--- src/rtl/rs_multi_wakeup_pkg.sv ---
// Shared defaults and ALU op encodings for the multi-wakeup reservation station.
package rs_multi_wakeup_pkg;

  localparam int RS_SIZE_BIT_DEF   = 3;
  localparam int ROB_WIDTH_BIT_DEF = 4;
  localparam int RS_TYPE_BIT_DEF   = 4;
  localparam int CDB_NUM_DEF       = 2;
  localparam int XLEN_DEF          = 32;

  typedef enum logic [3:0] {
    ALU_ADD  = 4'd0,
    ALU_SUB  = 4'd1,
    ALU_AND  = 4'd2,
    ALU_OR   = 4'd3,
    ALU_XOR  = 4'd4,
    ALU_SLL  = 4'd5,
    ALU_SRL  = 4'd6,
    ALU_SRA  = 4'd7,
    ALU_SLT  = 4'd8,
    ALU_SLTU = 4'd9
  } alu_op_e;

endpackage

--- src/rtl/rs_age_select.sv ---
// Oldest-ready picker: grants the executable entry that no other executable entry is older than.
module rs_age_select
  import rs_multi_wakeup_pkg::*;
#(
  parameter int N_BIT = RS_SIZE_BIT_DEF,
  localparam int N    = 1 << N_BIT
) (
  input  logic [N-1:0]         exec,
  input  logic [N-1:0][N-1:0]  older,
  output logic [N-1:0]         grant,
  output logic [N_BIT-1:0]     grant_idx,
  output logic                 any_valid
);

  always_comb begin
    grant = '0;
    for (int i = 0; i < N; i++) begin
      grant[i] = exec[i];
      for (int j = 0; j < N; j++)
        if (exec[j] && older[j][i]) grant[i] = 1'b0;
    end
  end

  always_comb begin
    grant_idx = '0;
    for (int i = N - 1; i >= 0; i--)
      if (grant[i]) grant_idx = N_BIT'(i);
  end

  assign any_valid = |grant;

endmodule

--- src/rtl/rs_multi_wakeup.sv ---
// ALU reservation station: multi-port CDB wakeup with bypass, age-ordered issue, whole-station flush.
module rs_multi_wakeup
  import rs_multi_wakeup_pkg::*;
#(
  parameter int RS_SIZE_BIT   = RS_SIZE_BIT_DEF,
  parameter int ROB_WIDTH_BIT = ROB_WIDTH_BIT_DEF,
  parameter int RS_TYPE_BIT   = RS_TYPE_BIT_DEF,
  parameter int CDB_NUM       = CDB_NUM_DEF,
  parameter int XLEN          = XLEN_DEF
) (
  input  logic                             clk_in,
  input  logic                             rst_n_in,
  input  logic                             rdy_in,
  input  logic                             flush_in,
  input  logic                             inst_valid,
  input  logic [RS_TYPE_BIT-1:0]           inst_type,
  input  logic [ROB_WIDTH_BIT-1:0]         inst_rob_id,
  input  logic [XLEN-1:0]                  inst_r1,
  input  logic [XLEN-1:0]                  inst_r2,
  input  logic                             inst_has_dep1,
  input  logic                             inst_has_dep2,
  input  logic [ROB_WIDTH_BIT-1:0]         inst_dep1,
  input  logic [ROB_WIDTH_BIT-1:0]         inst_dep2,
  output logic                             full,
  output logic [RS_SIZE_BIT:0]             count,
  input  logic [CDB_NUM-1:0]               cdb_valid,
  input  logic [CDB_NUM*ROB_WIDTH_BIT-1:0] cdb_rob_id,
  input  logic [CDB_NUM*XLEN-1:0]          cdb_value,
  output logic                             issue_valid,
  input  logic                             issue_ready,
  output logic [RS_TYPE_BIT-1:0]           issue_type,
  output logic [ROB_WIDTH_BIT-1:0]         issue_rob_id,
  output logic [XLEN-1:0]                  issue_r1,
  output logic [XLEN-1:0]                  issue_r2
);

  localparam int N  = 1 << RS_SIZE_BIT;
  localparam int CW = RS_SIZE_BIT + 1;

  logic [N-1:0]             busy_q, has_dep1_q, has_dep2_q;
  logic [RS_TYPE_BIT-1:0]   type_q [N];
  logic [ROB_WIDTH_BIT-1:0] rob_q  [N];
  logic [ROB_WIDTH_BIT-1:0] dep1_q [N];
  logic [ROB_WIDTH_BIT-1:0] dep2_q [N];
  logic [XLEN-1:0]          r1_q   [N];
  logic [XLEN-1:0]          r2_q   [N];
  logic [N-1:0][N-1:0]      older_q;

  logic [N-1:0]             free1, free2, exec, grant;
  logic [XLEN-1:0]          val1 [N];
  logic [XLEN-1:0]          val2 [N];
  logic [XLEN-1:0]          ins_val1, ins_val2;
  logic                     ins_free1, ins_free2;
  logic [RS_SIZE_BIT-1:0]   sel_idx, ins_idx;
  logic                     any_exec, do_ins, do_pop;
  logic [CW-1:0]            busy_cnt;

  // Returns {free, value}; scanning high-to-low lets the lowest matching port win.
  function automatic logic [XLEN:0] resolve(input logic                     has_dep,
                                            input logic [ROB_WIDTH_BIT-1:0] dep,
                                            input logic [XLEN-1:0]          val);
    logic [XLEN:0] r;
    r = {!has_dep, val};
    if (has_dep)
      for (int p = CDB_NUM - 1; p >= 0; p--)
        if (cdb_valid[p] && cdb_rob_id[p*ROB_WIDTH_BIT +: ROB_WIDTH_BIT] == dep)
          r = {1'b1, cdb_value[p*XLEN +: XLEN]};
    return r;
  endfunction

  always_comb begin
    for (int i = 0; i < N; i++) begin
      {free1[i], val1[i]} = resolve(has_dep1_q[i], dep1_q[i], r1_q[i]);
      {free2[i], val2[i]} = resolve(has_dep2_q[i], dep2_q[i], r2_q[i]);
      exec[i] = busy_q[i] && free1[i] && free2[i];
    end
    {ins_free1, ins_val1} = resolve(inst_has_dep1, inst_dep1, inst_r1);
    {ins_free2, ins_val2} = resolve(inst_has_dep2, inst_dep2, inst_r2);
  end

  always_comb begin
    ins_idx  = '0;
    busy_cnt = '0;
    for (int i = N - 1; i >= 0; i--) begin
      if (!busy_q[i]) ins_idx = RS_SIZE_BIT'(i);
      busy_cnt = busy_cnt + CW'(busy_q[i]);
    end
  end

  rs_age_select #(.N_BIT(RS_SIZE_BIT)) u_age_select (
    .exec      (exec),
    .older     (older_q),
    .grant     (grant),
    .grant_idx (sel_idx),
    .any_valid (any_exec)
  );

  assign full        = &busy_q;
  assign count       = busy_cnt;
  assign issue_valid = any_exec && rdy_in && !flush_in;
  assign do_pop      = issue_valid && issue_ready;
  assign do_ins      = inst_valid && !full && rdy_in && !flush_in;

  always_comb begin
    issue_type   = '0;
    issue_rob_id = '0;
    issue_r1     = '0;
    issue_r2     = '0;
    if (any_exec) begin
      issue_type   = type_q[sel_idx];
      issue_rob_id = rob_q[sel_idx];
      issue_r1     = val1[sel_idx];
      issue_r2     = val2[sel_idx];
    end
  end

  always_ff @(posedge clk_in or negedge rst_n_in) begin
    if (!rst_n_in) begin
      busy_q     <= '0;
      has_dep1_q <= '0;
      has_dep2_q <= '0;
      older_q    <= '0;
      for (int i = 0; i < N; i++) begin
        type_q[i] <= '0;
        rob_q[i]  <= '0;
        dep1_q[i] <= '0;
        dep2_q[i] <= '0;
        r1_q[i]   <= '0;
        r2_q[i]   <= '0;
      end
    end else if (rdy_in) begin
      if (flush_in) begin
        busy_q  <= '0;
        older_q <= '0;
      end else begin
        for (int i = 0; i < N; i++) begin
          if (busy_q[i] && has_dep1_q[i] && free1[i]) begin
            r1_q[i]       <= val1[i];
            has_dep1_q[i] <= 1'b0;
          end
          if (busy_q[i] && has_dep2_q[i] && free2[i]) begin
            r2_q[i]       <= val2[i];
            has_dep2_q[i] <= 1'b0;
          end
        end
        if (do_pop) busy_q[sel_idx] <= 1'b0;
        if (do_ins) begin
          busy_q[ins_idx]     <= 1'b1;
          type_q[ins_idx]     <= inst_type;
          rob_q[ins_idx]      <= inst_rob_id;
          r1_q[ins_idx]       <= ins_val1;
          r2_q[ins_idx]       <= ins_val2;
          has_dep1_q[ins_idx] <= !ins_free1;
          has_dep2_q[ins_idx] <= !ins_free2;
          dep1_q[ins_idx]     <= inst_dep1;
          dep2_q[ins_idx]     <= inst_dep2;
          // New entry is younger than every survivor; its stale row is wiped.
          for (int j = 0; j < N; j++) begin
            older_q[j][ins_idx] <= busy_q[j] && !(do_pop && grant[j]);
            older_q[ins_idx][j] <= 1'b0;
          end
        end
      end
    end
  end

endmodule

--- config.mk ---
export PLATFORM = sky130hd
export DESIGN_NAME = rs_multi_wakeup
export DESIGN_NICKNAME = d
export VERILOG_FILES = /design/src/rtl/rs_multi_wakeup_pkg.sv /design/src/rtl/rs_age_select.sv /design/src/rtl/rs_multi_wakeup.sv
export SDC_FILE = /design/constraint.sdc
export NUM_CORES = 2
export LEC_CHECK = 0
export BUFFER_PORTS_ARGS = -buffer_cell sky130_fd_sc_hd__buf_2
export CORE_MARGIN = 8
export CORE_UTILIZATION = 55
export CTS_CLUSTER_DIAMETER = 150
export DETAILED_ROUTE_END_ITERATION = 10
export HOLD_SLACK_MARGIN = 0.1
export PLACE_DENSITY = 0.72
export SLEW_MARGIN = 20
export SYNTH_ARGS = -nofsm -noshare
export SYNTH_HDL_FRONTEND = slang
export SYNTH_SLANG_ARGS = --single-unit
--- constraint.sdc ---
create_clock -name clk_in -period 11 [get_ports clk_in]
set_input_delay 1.1 -clock clk_in [delete_from_list [all_inputs] [get_ports clk_in]]
set_output_delay 1.1 -clock clk_in [all_outputs]
set_load 0.1 [all_outputs]
Word level (Yosys, flattened, before mapping)
Cells that the tools add are included.

storage, ports and cells
  output and inout bits = 78
  logic and storage cells = 637
  flip-flop bits (word level) = 728

operators by class
  equal/unequal tests = 36
  bitwise gates (word level) = 22
  order comparisons = 7
  add/subtract/negate cells = 7
  mux-type cells = 297
  reduce and logical (&&, ||, !) cells = 209

operator list
  kind                                                       number
  2-to-1 mux 33 bit                                          54
  2-to-1 mux 32 bit                                          55
  bitwise AND 64 bit                                         8
  bitwise mux 256 bit                                        2
  2-to-1 mux 256 bit                                         2
  NOT 64 bit                                                 8
  binary-select mux 32 bit (select 3 bit)                    2
  demux 8 bit (select 3 bit)                                 8
  logical AND 1 bit                                          173
  equality test 4 bit                                        36
  bitwise mux 32 bit                                         4
  2-to-1 mux 64 bit                                          2
  2-to-1 mux 1 bit                                           115
  demux 32 bit (select 3 bit)                                1
  bitwise mux 8 bit                                          10
  2-to-1 mux 8 bit                                           8
  2-to-1 mux 3 bit                                           17
  2-to-1 mux 4 bit                                           8
  logical NOT 1 bit                                          30
  binary-select mux 4 bit (select 3 bit)                     2
  adder 4 x 1 -> 4 bit                                       4
  demux 4 bit (select 3 bit)                                 1
  bitwise AND 8 bit                                          1
  greater-or-equal comparator 4 bit (second input constant)  2
  20 further kinds                                           25

Logic depth before layout (Yosys ltp)
  word-level depth = 41
  gate-level depth with buffers = 18
  gate-level depth less buffers = 12

Hierarchy
From an unflattened synthesis, not the netlist that was laid out.

second synthesis, totals
  cell total of the unflattened synthesis = 6447
  area, all modules = 51516.9 µm²

modules (own cells, without submodules)
  module           cells each  times used  area each (µm²)  seq. area each (µm²)
  rs_multi_wakeup  6371        1           51007.7          18217.5
  rs_age_select    76          1           509.2            0.0

Worst setup path after synthesis
No wires, ideal clock.

  kind = in2out
  from = in cdb_rob_id[3]
  to = out issue_r2[29]
  slack = 4.613 ns
  stages on the path = 17
  arrival = 5.287 ns
  cells stage by stage = buf_4 buf_6 xor2_1 nor3_1 a31o_2 o22a_4 a22o_1 a2111oi_4 a41oi_1 and2_4 and3_1 buf_6 buf_6 buf_6 a22oi_2 nand3_1 o22ai_1

between the ends
  word-level cells in the longest chain between the ends = 28
  elaborated cells between the ends (all ways) = 222

ends and longest elaborated chain
  what                                                   line                    RTL
  from (decl)                                            rs_multi_wakeup.sv:27   input logic [CDB_NUM*ROB_WIDTH_BIT-1:0] cdb_rob_id,
  equality test 4 bit                                    rs_multi_wakeup.sv:66   if (cdb_valid[p] && cdb_rob_id[p*ROB_WIDTH_BIT +: ROB_WIDTH_BIT] == dep)
  logical AND 1 bit                                      rs_multi_wakeup.sv:66
  2-to-1 mux 33 bit                                      rs_multi_wakeup.sv:66
  2-to-1 mux 33 bit                                      rs_multi_wakeup.sv:64   if (has_dep)
  logical AND 1 bit (2 in series)                        rs_multi_wakeup.sv:75   exec[i] = busy_q[i] && free1[i] && free2[i];
  logical AND 1 bit                                      rs_age_select.sv:20     if (exec[j] && older[j][i]) grant[i] = 1'b0;
  2-to-1 mux 1 bit (8 in series)                         rs_age_select.sv:20
  2-to-1 mux 3 bit (8 in series)                         rs_age_select.sv:27     if (grant[i]) grant_idx = N_BIT'(i);
  NOT 3 -> 4 bit (not written as such)                   rs_multi_wakeup.sv:113  issue_r2 = val2[sel_idx];
  binary-select mux 32 bit (select 3 bit)                rs_multi_wakeup.sv:113
  2-to-1 mux 32 bit (not written as such) (2 in series)  rs_multi_wakeup.sv:113
  2-to-1 mux 32 bit *                                    rs_multi_wakeup.sv:109  if (any_exec) begin
  to (decl)                                              rs_multi_wakeup.sv:34   output logic [XLEN-1:0] issue_r2

Every way passes the cells marked *; elsewhere a longest branch is shown, timed or not. The select of a mux whose other input is x is not followed.

Worst setup path after layout
  from = in cdb_rob_id[4]
  to = out issue_r1[19]

between the ends
  word-level cells in the longest chain between the ends = 29
  elaborated cells between the ends (all ways) = 238

ends and longest elaborated chain
  what                                                   line                    RTL
  equality test 4 bit                                    rs_multi_wakeup.sv:66
  logical AND 1 bit                                      rs_multi_wakeup.sv:66
  2-to-1 mux 33 bit (2 in series)                        rs_multi_wakeup.sv:66
  2-to-1 mux 33 bit                                      rs_multi_wakeup.sv:64
  logical AND 1 bit (2 in series)                        rs_multi_wakeup.sv:75
  logical AND 1 bit                                      rs_age_select.sv:20
  2-to-1 mux 1 bit (8 in series)                         rs_age_select.sv:20
  2-to-1 mux 3 bit (8 in series)                         rs_age_select.sv:27
  NOT 3 -> 4 bit (not written as such)                   rs_multi_wakeup.sv:112  issue_r1 = val1[sel_idx];
  binary-select mux 32 bit (select 3 bit)                rs_multi_wakeup.sv:112
  2-to-1 mux 32 bit (not written as such) (2 in series)  rs_multi_wakeup.sv:112
  2-to-1 mux 32 bit *                                    rs_multi_wakeup.sv:109
  to (decl)                                              rs_multi_wakeup.sv:33   output logic [XLEN-1:0] issue_r1,

Marked as above.

==> impl_metrics.yaml <==
run_status:
  outcome: "finished, final reports clean"
clock_tree:
  cts_tree: "yes"
  cts_setup_buffers: 0
  htree_levels: 3
  holdBufCountCts: 0
  cts_root_buffer: "clkbuf_16"
  cts_sinks: 728
  cts.path.max_buffers: 3
  cts_inserted_buffers: 85
  clkSlewWorstSetupHoldPaths_ns: 0.07
  clk_latency_ns: 0.70
  cts_resized: 0
placed_design:
  post-place-ws_ns: 3.19
  portBuffers: 239
  post_dp_cell_area_um2: 52800
  place.gp.congestion: 1.03
  dp_cells: 7204
  dpl.hpwl_mm: 140
power_and_ir_drop:
  ir_drop_uv: 359
  pwr-share-clk: 0.218
  swShare: 0.507
  pwr-share-comb: 0.522
  seq_power_share: 0.260
  p_switching_mw: 7.18
  pwr_density_cell_nw_per_um2: 254
  leakage_nw: 22.2
  p_int_mw: 6.99
global_route:
  antenna_found_initial: 17
  grt_max_degree: 159
  globalRouteOverflowTotal: 0
  grt_pass1_vias: 52975
  grt_pass1_wl_mm: 353
  grt_usage: 0.449
detailed_routing:
  wl_per_cell_um: 33.1
  drt_wl_total_mm: 244
  wl_met2_mm: 98.2
  dr.max_layer_used: "met5"
  drtIter0Drc: 10500
  vias_per_cell: 7.59
  firstDrtPassIters: 10
  wl_met1_mm: 86.6
  dr_total_vias: 55943
  dr_wl_met3_mm: 38.5
  ant_nets: 0
  drc_errors: 0
finish:
  seqCellArea_um2: 18200
  nFillCells: 8267
  multi_input_area_um2: 30500
  area_growth_pct: 8.48
  fin_area_um2: 55800
  drive_above_1_share: 0.127
  finalNetCount: 6208
  fin_cells: 7373
sta:
  hold_viol: 0
  grt_setup_unrepaired: "false"
  slew_headroom: 0.128
  skew_ns: 0.0387
  fin_crit_sh: 0.742
  setup_tns_ns: 0
  worst_slew_pin_slew_ns: 1.31
  max_freq_mhz: 123
  setup_slack_ns: 2.84
  finalSetupViolations: 0
  min_period_ns: 8.16
  drv_slew: 0
setup_path:
  crit_end: "issue_r1[19]"
  crit_arrival_ns: 7.06
  end_kind: "output pin"
  r2r-start: "dep1_q[16]"
  crit_required_ns: 9.90
  start_kind: "input pin"
  cp-startpoint: "cdb_rob_id[4]"
  reg2reg_to: "busy_q[6]"
  ff2ff_setup_slack_ns: 5.78
  cp_max_fo: 51
  criticalPathCategory: "in2out"
  worst-r2r-cell-count: 12
synth:
  synthesis.area_um2: 51500
  synthTopCellsByArea: "dfrtp_1, mux2i_1, o22ai_1, nand2_1, o21ai_0"
  yosysTopAreaCell: "dfrtp_1"
  synth_cells: 6319
  yosysTopAreaCellShare: 0.354
  synth-seq-cells: 728
  postSynthAreaPerCell_um2: 8.14
  synth_edf_count: 0
  yosys_warnings: 0
  async_reset_ff_frac: 1.00
  synth_ff_type: "dfrtp_1"
  synth_seq_area_share: 0.354
  synth_nets: 6489
  ys_types: 82
flow_run:
  max-cap-violations: 0
die:
  num_rows: 112
  start_util: 0.553
  die_y_um: 322
  pin_count: 240
  die_area_um2: 104000
  placeableCoreArea_um2: 93000
  die_w_um: 322
min_path:
  min_path_type: "in2async"
[through the flow]
step	total power, mW	util	hold WS [ns]
final	14.2	0.600	0.442
after global routing	14.6	0.600	0.497
after CTS	13.9	0.599	0.472
after detailed placement	10.8	0.567	0.463
after global placement	10.7	0.567	0.454
after floorplan	8.99	-	0.437
[worst min path at each step]
stage          startpoint    endpoint  slack (ns)  depth (start not counted)
2_1_floorplan   type_q[6]   type_q[6]        0.44                          2
3_3_place_gp    type_q[6]   type_q[6]        0.45                          2
3_5_place_dp   type_q[31]  type_q[31]        0.46                          2
4_1_cts          rst_n_in    r1_q[62]        0.47                          1
5_1_grt          rst_n_in   r1_q[220]        0.50                          1
6_report         rst_n_in   r1_q[252]        0.44                          1
[registers in the layout, summed over array words and instances (netlist names)]
register / count
has_dep1_q: 8
r2_q: 256
older_q: 64
busy_q: 8
dep1_q: 32
has_dep2_q: 8
type_q: 32
rob_q: 32
dep2_q: 32
r1_q: 256
[synthesized netlist by cell type, types with 50 or more instances]
cell type	number
dfrtp_1	728
mux2_2	65
o211ai_1	50
mux2i_1	459
buf_1	80
o21ai_0	578
a22o_1	68
a22oi_1	213
nor2_1	468
a32oi_1	78
clkbuf_1	594
nand2_1	929
nand3_1	71
a21oi_1	363
o22ai_1	566
o21ai_1	92
xor2_1	102
o22a_1	307
[cell families after synthesis]
| logic type | Yosys count | synth area share |
|---|---|---|
| buf+inv | 794 | 0.0633 |
| compound gates | 2503 | 0.324 |
| xor+xnor | 145 | 0.0247 |
| simple gates | 1617 | 0.128 |
| mux | 524 | 0.104 |
| fa+ha+maj | 8 | 0.00253 |
| flops | 728 | 0.354 |
[cells in the final DEF (no fill, tap or decap), drive strengths merged, types with 7 or more instances in the layout]
| cell type | Yosys | final |
|---|---|---|
| a32oi | 78 | 78 |
| clkbuf | 598 | 133 |
| nand2 | 929 | 929 |
| and3 | 22 | 22 |
| nor2 | 469 | 469 |
| xor2 | 102 | 102 |
| a21oi | 364 | 364 |
| dfrtp | 728 | 728 |
| nor4 | 9 | 9 |
| xnor2 | 43 | 43 |
| inv | 45 | 52 |
| and2 | 40 | 40 |
| o221ai | 23 | 23 |
| o21ai | 670 | 670 |
| nor3 | 36 | 36 |
| a221oi | 46 | 46 |
| a222oi | 7 | 7 |
| buf | 151 | 381 |
| a211oi | 33 | 33 |
| clkinv | 0 | 7 |
| nor2b | 7 | 7 |
| diode | 0 | 13 |
| o22ai | 577 | 577 |
| o22a | 308 | 308 |
| a22oi | 225 | 225 |
| mux2 | 65 | 65 |
| mux2i | 459 | 459 |
| nand3 | 71 | 71 |
| a41o | 7 | 7 |
| or2 | 9 | 9 |
| a22o | 68 | 68 |
| o211ai | 50 | 50 |
[power by group through the flow]
stage / Sequential (mW) / Clock, mW / Combinational, mW
2_1_floorplan: 3.59 / 0 / 5.40
3_3_place_gp: 3.67 / 0 / 7.04
3_5_place_dp: 3.70 / 0 / 7.12
4_1_cts: 3.66 / 3.07 / 7.15
5_1_grt: 3.74 / 3.18 / 7.64
6_report: 3.69 / 3.09 / 7.39
[cell type report]
cell class	count	share of cell area
antenna	13	0.000583
clock buffer	133	0.0478
clock inverter	22	0.00554
inverter	45	0.00303
multi-input combinational	4797	0.546
sequential	728	0.327
tap	1254	0.0281
timing repair buffer	381	0.0423
[routing by layer]
metal,vias to the layer above,GRT usage
met5,-,0.00567
met4,6,0.308
met3,1454,0.170
met2,5367,0.630
met1,26355,0.568
li1,22761,-
[critical path, cell delays in order]
cell and delay [ns]:
buf_2 0.48, xor2_1 0.31, nor4_4 0.08, buf_4 0.27, o32ai_2 0.67, o2111ai_1 0.30, a2111oi_2 0.59, a31oi_1 0.21
nand4b_1 0.29, and2_4 0.74, buf_4 0.69, o21ai_1 0.15, o22ai_1 0.56, buf_2 0.55
No activity file was read; power rests on OpenSTA's default activity.
